## config.mk

```make
export PLATFORM = sky130hd
export DESIGN_NAME = sdram_init_ctrl
export DESIGN_NICKNAME = d
export VERILOG_FILES = /design/src/rtl/sdram_pkg.sv /design/src/rtl/sdram_init_timer.sv /design/src/rtl/sdram_init_ctrl.sv
export SDC_FILE = /design/constraint.sdc
export NUM_CORES = 1
export LEC_CHECK = 0
export BUFFER_PORTS_ARGS = -buffer_cell sky130_fd_sc_hd__buf_2
export CAP_MARGIN = 30
export CORE_MARGIN = 4
export CORE_UTILIZATION = 50
export CTS_BUF_LIST = sky130_fd_sc_hd__clkbuf_4 sky130_fd_sc_hd__clkbuf_8 sky130_fd_sc_hd__clkbuf_16
export CTS_CLUSTER_SIZE = 24
export DETAILED_ROUTE_END_ITERATION = 6
export GPL_ROUTABILITY_DRIVEN = 0
export PLACE_DENSITY = 0.81
export SLEW_MARGIN = 20
export SYNTH_ARGS = -nofsm -noshare
export SYNTH_HDL_FRONTEND = slang
export SYNTH_SLANG_ARGS = --single-unit
```

## constraint.sdc

```tcl
create_clock -name clk -period 1.9 [get_ports clk]
set_clock_uncertainty 0.05 [all_clocks]
set_input_delay 0.095 -clock clk [delete_from_list [all_inputs] [get_ports clk]]
set_output_delay 0.095 -clock clk [all_outputs]
set_load 0.01 [all_outputs]
```

## src/rtl/sdram_pkg.sv

```systemverilog
// Shared definitions for the SDRAM init sequencer: command encodings, FSM states
// and the mode-register field layout.
package sdram_pkg;

  localparam logic [3:0] CMD_NOP  = 4'b0111;
  localparam logic [3:0] CMD_PREC = 4'b0010;
  localparam logic [3:0] CMD_AREF = 4'b0001;
  localparam logic [3:0] CMD_MRS  = 4'b0000;

  typedef enum logic [3:0] {
    ST_WAIT,
    ST_PRE,
    ST_TRP,
    ST_AREF,
    ST_TRFC,
    ST_MRS,
    ST_TMRD,
    ST_EMRS,
    ST_TEMRD,
    ST_DONE
  } state_t;

  localparam int MR_BL  = 0;
  localparam int MR_BT  = 3;
  localparam int MR_CAS = 4;
  localparam int MR_WB  = 9;
  localparam int MODE_W = 10;

  // Bits above A9 are always zero; the caller zero-extends to the row width.
  function automatic logic [MODE_W-1:0] build_mode(input logic [2:0] cas, input logic [2:0] bl);
    logic [MODE_W-1:0] m;
    m              = '0;
    m[MR_BL +: 3]  = bl;
    m[MR_BT]       = 1'b0;
    m[MR_CAS +: 3] = cas;
    m[MR_WB]       = 1'b0;
    return m;
  endfunction

endpackage

```

## src/rtl/sdram_init_timer.sv

```systemverilog
// Loadable saturating down-counter; done is high while the count is zero.
// Load value L gives done on the (L+1)-th cycle after the load edge.
module sdram_init_timer #(
  parameter int           W       = 8,
  parameter logic [W-1:0] RST_VAL = '0
) (
  input  logic         clk,
  input  logic         rstn,
  input  logic         load,
  input  logic [W-1:0] load_val,
  output logic         done
);

  logic [W-1:0] cnt;

  always_ff @(posedge clk) begin
    if (!rstn) begin
      cnt <= RST_VAL;
    end else if (load) begin
      cnt <= load_val;
    end else if (cnt != '0) begin
      cnt <= cnt - 1'b1;
    end
  end

  assign done = (cnt == '0);

endmodule

```

## src/rtl/sdram_init_ctrl.sv

```systemverilog
// SDRAM power-up init sequencer with run-time mode-register reload; drives the command bus until init_end.
// Define SDRAM_INIT_EMRS_EN to add an extended-mode-register write after MRS (mobile/low-power parts).
module sdram_init_ctrl
  import sdram_pkg::*;
#(
  parameter int         T_WAIT_CYC = 20000,
  parameter int         TRP_CYC    = 2,
  parameter int         TRFC_CYC   = 7,
  parameter int         TMRD_CYC   = 3,
  parameter int         AREF_NUM   = 8,
  parameter int         ROW_W      = 13,
  parameter int         BANK_W     = 2,
  parameter int         CAS_DEF    = 3,
  parameter logic [2:0] BL_DEF     = 3'b111
) (
  input  logic              clk,
  input  logic              rstn,
  input  logic              reinit_req,
  input  logic [2:0]        cfg_cas,
  input  logic [2:0]        cfg_bl,
  output logic              reinit_ack,
  output logic              cfg_err,
  output logic [3:0]        init_cmd,
  output logic [BANK_W-1:0] init_bank,
  output logic [ROW_W-1:0]  init_addr,
  output logic              init_end
);

  localparam int SPC_A   = (TRP_CYC > TRFC_CYC) ? TRP_CYC : TRFC_CYC;
  localparam int SPC_MAX = (SPC_A > TMRD_CYC) ? SPC_A : TMRD_CYC;
  localparam int CNT_MAX = (T_WAIT_CYC > SPC_MAX) ? T_WAIT_CYC : SPC_MAX;
  localparam int TW      = $clog2(CNT_MAX + 1);
  localparam int RW      = $clog2(AREF_NUM + 1);
  // A state holding for X cycles leaves X-1 edges after entry; the registered
  // command adds the last cycle, hence the "-2" loads.
  localparam logic [TW-1:0] WAIT_LOAD = TW'(T_WAIT_CYC - 2);

  state_t             state, state_n;
  logic [2:0]         mode_cas, mode_bl;
  logic [RW-1:0]      ref_cnt;
  logic               tmr_load, tmr_done, accept, cas_ok;
  logic [TW-1:0]      tmr_val;
  logic [3:0]         cmd_n;
  logic [BANK_W-1:0]  bank_n;
  logic [ROW_W-1:0]   addr_n;

  assign cas_ok   = (cfg_cas == 3'd2) || (cfg_cas == 3'd3);
  assign tmr_load = (state_n != state);

  sdram_init_timer #(
    .W       (TW),
    .RST_VAL (WAIT_LOAD)
  ) u_timer (
    .clk      (clk),
    .rstn     (rstn),
    .load     (tmr_load),
    .load_val (tmr_val),
    .done     (tmr_done)
  );

  always_ff @(posedge clk) begin
    if (!rstn) state <= ST_WAIT;
    else       state <= state_n;
  end

  always_comb begin
    state_n = state;
    accept  = 1'b0;
    cmd_n   = CMD_NOP;
    bank_n  = '1;
    addr_n  = '1;
    case (state)
      ST_WAIT: if (tmr_done) state_n = ST_PRE;
      ST_PRE: begin
        cmd_n      = CMD_PREC;
        bank_n     = '0;
        addr_n     = '0;
        addr_n[10] = 1'b1;
        state_n    = ST_TRP;
      end
      ST_TRP: if (tmr_done) state_n = ST_AREF;
      ST_AREF: begin
        cmd_n   = CMD_AREF;
        state_n = ST_TRFC;
      end
      ST_TRFC: if (tmr_done) state_n = (ref_cnt == RW'(AREF_NUM)) ? ST_MRS : ST_AREF;
      ST_MRS: begin
        cmd_n   = CMD_MRS;
        bank_n  = '0;
        addr_n  = {{(ROW_W - MODE_W){1'b0}}, build_mode(mode_cas, mode_bl)};
        state_n = ST_TMRD;
      end
`ifdef SDRAM_INIT_EMRS_EN
      ST_TMRD: if (tmr_done) state_n = ST_EMRS;
      ST_EMRS: begin
        cmd_n   = CMD_MRS;
        bank_n  = BANK_W'(2);
        addr_n  = '0;
        state_n = ST_TEMRD;
      end
      ST_TEMRD: if (tmr_done) state_n = ST_DONE;
`else
      ST_TMRD: if (tmr_done) state_n = ST_DONE;
`endif
      // init_end being high guarantees the controller has announced completion.
      ST_DONE: if (init_end && reinit_req) begin
        accept  = 1'b1;
        state_n = ST_PRE;
      end
      default: state_n = ST_WAIT;
    endcase
  end

  always_comb begin
    tmr_val = '0;
    case (state_n)
      ST_TRP:             tmr_val = TW'(TRP_CYC - 2);
      ST_TRFC:            tmr_val = TW'(TRFC_CYC - 2);
      ST_TMRD, ST_TEMRD:  tmr_val = TW'(TMRD_CYC - 2);
      default:            tmr_val = '0;
    endcase
  end

  always_ff @(posedge clk) begin
    if (!rstn) begin
      mode_cas <= 3'(CAS_DEF);
      mode_bl  <= BL_DEF;
      ref_cnt  <= '0;
    end else begin
      if (accept) begin
        mode_bl  <= cfg_bl;
        mode_cas <= cas_ok ? cfg_cas : 3'(CAS_DEF);
      end
      if (state_n == ST_PRE && state != ST_PRE) ref_cnt <= '0;
      else if (state == ST_AREF)                ref_cnt <= ref_cnt + 1'b1;
    end
  end

  always_ff @(posedge clk) begin
    if (!rstn) begin
      init_cmd   <= CMD_NOP;
      init_bank  <= '1;
      init_addr  <= '1;
      init_end   <= 1'b0;
      reinit_ack <= 1'b0;
      cfg_err    <= 1'b0;
    end else begin
      init_cmd   <= cmd_n;
      init_bank  <= bank_n;
      init_addr  <= addr_n;
      init_end   <= (state == ST_DONE) && !accept;
      reinit_ack <= accept;
      cfg_err    <= accept && !cas_ok;
    end
  end

endmodule

```

==> run_summary.xml, run 1 <==
<?xml version="1.0" encoding="UTF-8"?>
<metrics>
  <group name="logic_synthesis">
    <metric name="yosys.cell_types.count" unit="">44</metric>
    <metric name="syn-instance-count" unit="">212</metric>
    <metric name="synth_edf_count" unit="">0</metric>
    <metric name="ys_dominant_reg_cell" unit="">dfxtp_1</metric>
    <metric name="post_synthesis_instance_area" unit="um^2">1890</metric>
    <metric name="yosys_register_bits" unit="">43</metric>
    <metric name="syn_warnings" unit="">0</metric>
    <metric name="synthesis.area_per_instance" unit="um^2">8.90</metric>
    <metric name="synth_fp_nets" unit="">224</metric>
    <metric name="async_reset_ff_frac" unit="">0</metric>
    <metric name="proportion_of_synthesized_chip_area_in_sequential_cells" unit="">0.456</metric>
  </group>
  <group name="cts">
    <metric name="cts-root-to-sink-buffers" unit="">2</metric>
    <metric name="cts-htree-levels" unit="">2</metric>
    <metric name="cts_inserted_buffers" unit="">5</metric>
    <metric name="clock_latency" unit="ns">0.30</metric>
    <metric name="cts_sinks" unit="">43</metric>
    <metric name="cts_tree" unit="">yes</metric>
    <metric name="clock_transition_time_at_the_flip_flop_clock_pins_of_the_worst_setup_and_hold_paths" unit="ns">0.08</metric>
    <metric name="buffer_type_at_the_clock_tree_root" unit="">clkbuf_8</metric>
  </group>
  <group name="timing">
    <metric name="maxSlewHeadroom" unit="">0.668</metric>
    <metric name="final.period_utilization" unit="">1.13</metric>
    <metric name="hold_violations" unit="">0</metric>
    <metric name="worst_pin_slew" unit="ns">0.496</metric>
    <metric name="max_clock_freq" unit="MHz">465</metric>
    <metric name="maxSlewViolCount" unit="">0</metric>
    <metric name="setup_slack" unit="ns">-0.249</metric>
    <metric name="setup_viol_count_final" unit="">22</metric>
    <metric name="hold-worst-slack" unit="ns">0.00890</metric>
    <metric name="grt_setup_unrepaired" unit="">yes</metric>
    <metric name="final.min_clock_period" unit="ns">2.15</metric>
  </group>
  <group name="routing">
    <metric name="post_drt_via_cell_ratio" unit="">5.17</metric>
    <metric name="vias" unit="">1687</metric>
    <metric name="wirelength" unit="um">4470</metric>
    <metric name="route.detailed.drc" unit="">0</metric>
    <metric name="drtIter0Drc" unit="">83</metric>
    <metric name="drtAntennaViolNets" unit="">0</metric>
    <metric name="drt_pass1_iterations" unit="">5</metric>
    <metric name="wire_per_inst" unit="um">13.7</metric>
  </group>
  <group name="floorplanning">
    <metric name="core.rowCount" unit="">22</metric>
    <metric name="placeableCoreArea" unit="um^2">3660</metric>
    <metric name="die_h" unit="um">69.4</metric>
    <metric name="ioPinCount" unit="">31</metric>
    <metric name="initial_core_util" unit="">0.515</metric>
    <metric name="floorplan.die.width" unit="um">69.4</metric>
    <metric name="dieArea" unit="um^2">4820</metric>
  </group>
  <group name="placement">
    <metric name="hpwl" unit="um">2970</metric>
    <metric name="numPlacedInstances" unit="">309</metric>
    <metric name="port-buffer-count" unit="">29</metric>
  </group>
  <group name="worst_setup_path">
    <metric name="crit_family" unit="">simple AND/OR/NAND/NOR gates</metric>
    <metric name="timing.critical_path.required" unit="ns">2.03</metric>
    <metric name="worst-r2r-setup-slack" unit="ns">-0.25</metric>
    <metric name="timing.critical_path.depth" unit="">6</metric>
    <metric name="worstPathBufferInverterCount" unit="">1</metric>
    <metric name="worst_setup_path_startpoint" unit="">u_timer.cnt[10]</metric>
    <metric name="crit_path_start_kind" unit="">flip-flop</metric>
    <metric name="timing.rr.start" unit="">u_timer.cnt[10]</metric>
    <metric name="worst_path_max_delay_cell" unit="">or4_4</metric>
    <metric name="critical_path_data_arrival_time" unit="ns">2.28</metric>
    <metric name="worst_r2r_path_depth" unit="">6</metric>
    <metric name="crit_type" unit="">reg2reg</metric>
    <metric name="cp_cell_instances" unit="">or4_4, buf_4, nor3_1, a41oi_1, nor4_4, nor3_2</metric>
    <metric name="crit_fanout" unit="">4</metric>
    <metric name="cp_capture_point" unit="">ref_cnt[3]</metric>
    <metric name="worstSetupEndpointType" unit="">flip-flop</metric>
    <metric name="timing.critical_path.slowest_cell_delay" unit="ns">0.54</metric>
    <metric name="rr_endpoint" unit="">ref_cnt[3]</metric>
  </group>
  <group name="global_routing">
    <metric name="globalRouteTotalUtil" unit="">0.190</metric>
    <metric name="gr-total-overflow" unit="">0</metric>
    <metric name="antenna_found_initial" unit="">0</metric>
    <metric name="grt-busiest-layer" unit="">met2</metric>
    <metric name="maximum_number_of_pins_on_one_net_before_global_route_repair" unit="">22</metric>
    <metric name="globalRouteMet1Util" unit="">0.231</metric>
    <metric name="globalRouteMet3Util" unit="">0.0449</metric>
    <metric name="vias_in_the_first_global_route" unit="">1654</metric>
    <metric name="wire_length_of_the_first_global_routing_pass" unit="um">7360</metric>
    <metric name="grt_util_met2" unit="">0.319</metric>
  </group>
  <group name="power_and_ir_drop">
    <metric name="ir_drop" unit="uV">536</metric>
    <metric name="power_density" unit="nW/um^2">722</metric>
    <metric name="post-layout-total-power" unit="uW">1850</metric>
    <metric name="total_leakage_power" unit="uW">0.00101</metric>
  </group>
  <group name="finish">
    <metric name="mostFrequentLayoutCells" unit="">dfxtp_1 (41), buf_4 (39), buf_2 (29), nand2_1 (27), nor2_1 (14)</metric>
    <metric name="final_common_cell" unit="">dfxtp_1</metric>
    <metric name="share_of_layout_cells_above_drive_strength_1" unit="">0.356</metric>
    <metric name="area_growth" unit="%">36.1</metric>
    <metric name="layout.cells.non_filler" unit="">326</metric>
    <metric name="antennaDiodeCount" unit="">0</metric>
    <metric name="final_core_util" unit="">0.702</metric>
    <metric name="fin_nets" unit="">289</metric>
  </group>
  <group name="outcome">
    <metric name="failed_checks" unit="">setup timing</metric>
    <metric name="status" unit="">complete, but fails checks</metric>
  </group>
  <group name="hold_path">
    <metric name="hp-class" unit="">in2reg</metric>
  </group>
  <group name="flow_run">
    <metric name="drv_cap" unit="">0</metric>
  </group>
</metrics>
==> routing by layer <==
metal,vias to the layer above,wire (um),share of wire
met1,776,1910,0.43
li1,851,-,-
met5,-,0,0
met3,11,253,0.057
met2,49,2190,0.49
met4,0,106,0.024
==> area by class of cell <==
| type | count | area (um^2) |
|---|---|---|
| clock buffers | 6 | 76.3 |
| clock inverters | 2 | 60.1 |
| fillers | 274 | 1090 |
| inverters | 9 | 33.8 |
| multi-input cells | 143 | 963 |
| flip-flops and latches | 43 | 863 |
| well taps | 48 | 60.1 |
| repair buffers | 75 | 512 |
==> state kept, by name, indices dropped and copies added (netlist names), 3 cells and up <==
signal,cells
u_timer.cnt,15
mode_cas,3
state,4
mode_bl,3
ref_cnt,4
init_cmd,3
init_addr,7
==> cell usage after synthesis (2+ instances only) <==
cell type	n	area share
nand2_1	27	0.054
clkbuf_1	6	0.012
nor4b_1	2	0.0093
nor2_1	14	0.028
a21boi_0	2	0.0080
or4_1	4	0.016
nor4_1	6	0.020
buf_2	3	0.0080
or2_2	2	0.0066
nor3_1	10	0.027
buf_4	8	0.032
or3_1	2	0.0066
nand3_1	6	0.016
ha_1	3	0.020
nor2b_1	5	0.017
and3_1	2	0.0066
dfxtp_1	43	0.46
inv_1	9	0.018
nand4_1	2	0.0066
and2_1	2	0.0066
a21oi_1	9	0.024
a21o_1	2	0.0080
xor2_1	3	0.014
xnor2_1	11	0.051
o21ai_0	9	0.024
nand2b_1	2	0.0066
==> where the power goes <==
| part | internal [uW] | switching [uW] |
|---|---|---|
| registers | 909 | 5.72 |
| logic | 43.9 | 42.4 |
| clock network | 539 | 314 |
| total | 1490 | 362 |
==> cell families after synthesis <==
family	after synthesis	synth area share
AO/OA/AOI/OAI	33	0.123
XOR/XNOR	14	0.0650
adder cells (fa/ha/maj)	3	0.0199
buffers and inverters	26	0.0696
flip-flops	43	0.456
multiplexers	1	0.00531
other	1	0.00199
AND/OR/NAND/NOR	91	0.259
==> what timing repair did <==
| item | 4_1_cts | 5_1_grt |
|---|---|---|
| hold buffers | 4 | 0 |
| gates cloned | 0 | 0 |
| setup buffers | 4 | 1 |
| resized for setup | 6 | 12 |
| setup endpoints to repair | 21 | 23 |
| hold endpoints to repair | 4 | 0 |
| pin swaps | 3 | 4 |
==> worst min-delay path: stages <==
cell and delay, ns:
buf_2 0.10, inv_1 0.04, a21boi_0 0.07
==> worst min path at each step <==
stage / to / slack (ns) / startpoint / cells past startpoint
6_report: cfg_err / 0.009 / cfg_cas[2] / 3
5_1_grt: cfg_err / 0.02 / cfg_cas[2] / 3
4_1_cts: cfg_err / 0.005 / cfg_cas[2] / 3
3_5_place_dp: cfg_err / 0.26 / cfg_cas[1] / 2
3_3_place_gp: cfg_err / 0.25 / cfg_cas[1] / 2
2_1_floorplan: cfg_err / 0.15 / cfg_cas[1] / 1
==> per-stage QoR <==
step | TNS, ns | area (um^2) | worst slack [ns]
5_1_grt | -5.35 | 2570 | -0.313
3_3_place_gp | -2.70 | 2280 | -0.204
2_1_floorplan | -1.66 | 1900 | -0.216
6_report | -3.77 | 2570 | -0.249
3_5_place_dp | -3.44 | 2280 | -0.288
4_1_cts | -3.24 | 2520 | -0.220
Power figures use the tool's default switching activity.
==> run 2: changes to the inputs <==
Settings changed: CORE_UTILIZATION 50 to 44, PLACE_DENSITY 0.81 to 0.73, SYNTH_HIERARCHICAL set to 1.
==> run_summary.xml, run 2 <==
<?xml version="1.0" encoding="UTF-8"?>
<metrics>
  <group name="logic_synthesis">
    <metric name="syn-instance-count" unit="">255</metric>
    <metric name="synthesis.area_per_instance" unit="um^2">8.26</metric>
    <metric name="netlist.area_leader.share" unit="">0.409</metric>
    <metric name="synth_top_cells_by_count" unit="">dfxtp_1 (43), nand2_1 (31), nor2_1 (21)</metric>
    <metric name="ys_top_cells_by_area" unit="">dfxtp_1 (41%), nand2_1 (5.5%), nor2_1 (3.7%)</metric>
    <metric name="synth_most_common_cell" unit="">dfxtp_1</metric>
    <metric name="ys_dominant_reg_cell" unit="">dfxtp_1</metric>
    <metric name="proportion_of_synthesized_chip_area_in_sequential_cells" unit="">0.409</metric>
    <metric name="synthDominantAreaCellType" unit="">dfxtp_1</metric>
    <metric name="yosys_register_bits" unit="">43</metric>
    <metric name="syn_warnings" unit="">6</metric>
    <metric name="async_reset_ff_frac" unit="">0</metric>
    <metric name="yosys.cell_types.count" unit="">52</metric>
    <metric name="synth_edf_count" unit="">0</metric>
    <metric name="post_synthesis_instance_area" unit="um^2">2110</metric>
  </group>
  <group name="global_routing">
    <metric name="globalRouteMet1Util" unit="">0.228</metric>
    <metric name="vias_in_the_first_global_route" unit="">1988</metric>
    <metric name="grt_util_met2" unit="">0.321</metric>
    <metric name="globalRouteMet3Util" unit="">0.0433</metric>
    <metric name="maximum_number_of_pins_on_one_net_before_global_route_repair" unit="">19</metric>
    <metric name="antenna_found_initial" unit="">0</metric>
    <metric name="gr-total-overflow" unit="">0</metric>
    <metric name="wire_length_of_the_first_global_routing_pass" unit="um">9040</metric>
    <metric name="globalRouteTotalUtil" unit="">0.185</metric>
    <metric name="grt-busiest-layer" unit="">met2</metric>
  </group>
  <group name="finish">
    <metric name="antennaDiodeCount" unit="">0</metric>
    <metric name="fin_nets" unit="">357</metric>
    <metric name="mostFrequentLayoutCells" unit="">buf_4 (43), dfxtp_1 (40), nand2_1 (29), buf_2 (29), nor2_1 (19)</metric>
    <metric name="final_core_util" unit="">0.684</metric>
    <metric name="finalInstanceArea" unit="um^2">3080</metric>
    <metric name="reg_top3" unit="">u_timer/cnt: 15 flops, init_addr: 7 flops</metric>
    <metric name="fillers" unit="">329</metric>
    <metric name="max_flop_register" unit="">u_timer/cnt</metric>
    <metric name="area_growth" unit="%">46.3</metric>
    <metric name="final_common_cell" unit="">buf_4</metric>
    <metric name="share_of_layout_cells_above_drive_strength_1" unit="">0.387</metric>
    <metric name="layout.cells.non_filler" unit="">398</metric>
    <metric name="largest_register_ffs" unit="">15</metric>
  </group>
  <group name="placement">
    <metric name="numPlacedInstances" unit="">372</metric>
    <metric name="hpwl" unit="um">3620</metric>
    <metric name="port-buffer-count" unit="">29</metric>
    <metric name="placedInstanceArea" unit="um^2">2610</metric>
  </group>
  <group name="floorplanning">
    <metric name="ioPinCount" unit="">31</metric>
    <metric name="core.rowCount" unit="">24</metric>
    <metric name="initial_core_util" unit="">0.468</metric>
    <metric name="die_h" unit="um">77.2</metric>
    <metric name="floorplan.die.width" unit="um">77.2</metric>
    <metric name="placeableCoreArea" unit="um^2">4500</metric>
    <metric name="dieArea" unit="um^2">5960</metric>
  </group>
  <group name="cts">
    <metric name="clock_transition_time_at_the_flip_flop_clock_pins_of_the_worst_setup_and_hold_paths" unit="ns">0.09</metric>
    <metric name="cts-htree-levels" unit="">2</metric>
    <metric name="clock_latency" unit="ns">0.30</metric>
    <metric name="cts-root-to-sink-buffers" unit="">2</metric>
    <metric name="cts_tree" unit="">yes</metric>
    <metric name="buffer_type_at_the_clock_tree_root" unit="">clkbuf_8</metric>
    <metric name="cts_inserted_buffers" unit="">5</metric>
    <metric name="cts_sinks" unit="">43</metric>
  </group>
  <group name="routing">
    <metric name="post_drt_via_cell_ratio" unit="">5.30</metric>
    <metric name="wire_per_inst" unit="um">14.2</metric>
    <metric name="route.detailed.drc" unit="">0</metric>
    <metric name="drtIter0Drc" unit="">102</metric>
    <metric name="drtAntennaViolNets" unit="">0</metric>
    <metric name="wirelength" unit="um">5630</metric>
    <metric name="drt_pass1_iterations" unit="">4</metric>
    <metric name="vias" unit="">2109</metric>
  </group>
  <group name="power_and_ir_drop">
    <metric name="seq_power_share" unit="">0.514</metric>
    <metric name="total_leakage_power" unit="uW">0.00125</metric>
    <metric name="ir_drop" unit="uV">311</metric>
    <metric name="share_clk_of_total_power" unit="">0.419</metric>
    <metric name="comb_power_share" unit="">0.067</metric>
    <metric name="reported_net_switching_power" unit="uW">411</metric>
    <metric name="sw_ratio" unit="">0.231</metric>
    <metric name="internal_power" unit="uW">1370</metric>
    <metric name="power_density" unit="nW/um^2">577</metric>
  </group>
  <group name="hold_path">
    <metric name="min_delay_worst_endpoint" unit="">cfg_err</metric>
    <metric name="hp-class" unit="">in2reg</metric>
    <metric name="hold_start" unit="">cfg_cas[2]</metric>
    <metric name="min_delay_path_depth" unit="">3</metric>
  </group>
  <group name="timing">
    <metric name="maxSlewViolCount" unit="">0</metric>
    <metric name="hold-worst-slack" unit="ns">0.00515</metric>
    <metric name="final.period_utilization" unit="">1.31</metric>
    <metric name="setup_slack" unit="ns">-0.594</metric>
    <metric name="grt_setup_unrepaired" unit="">yes</metric>
    <metric name="max_clock_freq" unit="MHz">401</metric>
    <metric name="setup_viol_count_final" unit="">23</metric>
    <metric name="hold_violations" unit="">0</metric>
    <metric name="final.min_clock_period" unit="ns">2.49</metric>
  </group>
  <group name="worst_setup_path">
    <metric name="crit_path_start_kind" unit="">flip-flop</metric>
    <metric name="crit_type" unit="">reg2reg</metric>
    <metric name="crit_fanout" unit="">4</metric>
    <metric name="worst-r2r-setup-slack" unit="ns">-0.59</metric>
    <metric name="timing.critical_path.required" unit="ns">2.04</metric>
    <metric name="timing.rr.start" unit="">u_timer/cnt[6]</metric>
    <metric name="critical_path_data_arrival_time" unit="ns">2.63</metric>
    <metric name="rr_endpoint" unit="">ref_cnt[0]</metric>
    <metric name="worst_r2r_path_depth" unit="">7</metric>
    <metric name="worstSetupEndpointType" unit="">flip-flop</metric>
  </group>
  <group name="outcome">
    <metric name="failed_checks" unit="">setup timing</metric>
    <metric name="status" unit="">complete, but fails checks</metric>
  </group>
  <group name="flow_run">
    <metric name="drv_cap" unit="">0</metric>
  </group>
</metrics>
[run 2: metrics by stage]
stage | TNS [ns] | setup WS (ns) | total power [uW]
after floorplan | -12.20 | -0.766 | 982
after global placement | -8.96 | -0.585 | 1020
after detailed placement | -9.62 | -0.635 | 1020
after CTS | -8.87 | -0.612 | 1770
after global routing | -12.28 | -0.703 | 1840
final | -10.12 | -0.594 | 1780
[run 2: layout make-up]
class,instances,area (um^2),area share
clock inverters,3,47.5,0.0154
well taps,52,65.1,0.0211
repair buffers,92,699,0.227
multi-input cells,189,1280,0.417
clock buffers,5,68.8,0.0223
inverters,14,52.6,0.0171
flip-flops and latches,43,865,0.281
[run 2: cell families after synthesis]
family	after synthesis	share of synthesized area
AND/OR/NAND/NOR	115	0.293
AO/OA/AOI/OAI	48	0.154
flip-flops	43	0.409
buffers and inverters	36	0.0856
XOR/XNOR	7	0.0291
adder cells (fa/ha/maj)	3	0.0178
multiplexers	2	0.0101
other	1	0.00178
[run 2: critical path, cell delays in order (launching register included)]
cell,delay (ns)
dfxtp_2,0.33
or4_4,0.53
or3_4,0.36
nor3_4,0.15
or3b_1,0.39
o21a_1,0.21
a211oi_4,0.28
nor2_1,0.08
[run 2: layer usage]
layer | share of wire | routed length, um
met1 | 0.44 | 2450
met2 | 0.50 | 2820
met4 | 0.023 | 131
met3 | 0.041 | 230
met5 | 0 | 0
[run 2: power by group through the flow]
stage | logic, uW | clock network, uW | registers, uW
2_1_floorplan | 46.7 | 0 | 935
3_3_place_gp | 83.3 | 0 | 933
3_5_place_dp | 84.9 | 0 | 933
4_1_cts | 101 | 755 | 913
5_1_grt | 132 | 791 | 914
6_report | 120 | 744 | 913
[run 2: repair_timing]
item,CTS,global route
setup endpoints to repair,23,23
endpoints found under the hold margin,5,0
setup buffers,9,7
pin swaps,21,15
hold buffers,5,0
resized for setup,28,24
[run 2: worst max path at each step]
stage,start,endpoint,slack [ns],cells past startpoint
4_1_cts,u_timer/cnt[6],ref_cnt[3],-0.61,7
3_3_place_gp,u_timer/cnt[6],ref_cnt[3],-0.58,7
3_5_place_dp,u_timer/cnt[6],ref_cnt[1],-0.64,7
5_1_grt,u_timer/cnt[6],u_timer/cnt[2],-0.70,11
6_report,u_timer/cnt[6],ref_cnt[0],-0.59,7
2_1_floorplan,u_timer/cnt[6],ref_cnt[0],-0.77,9
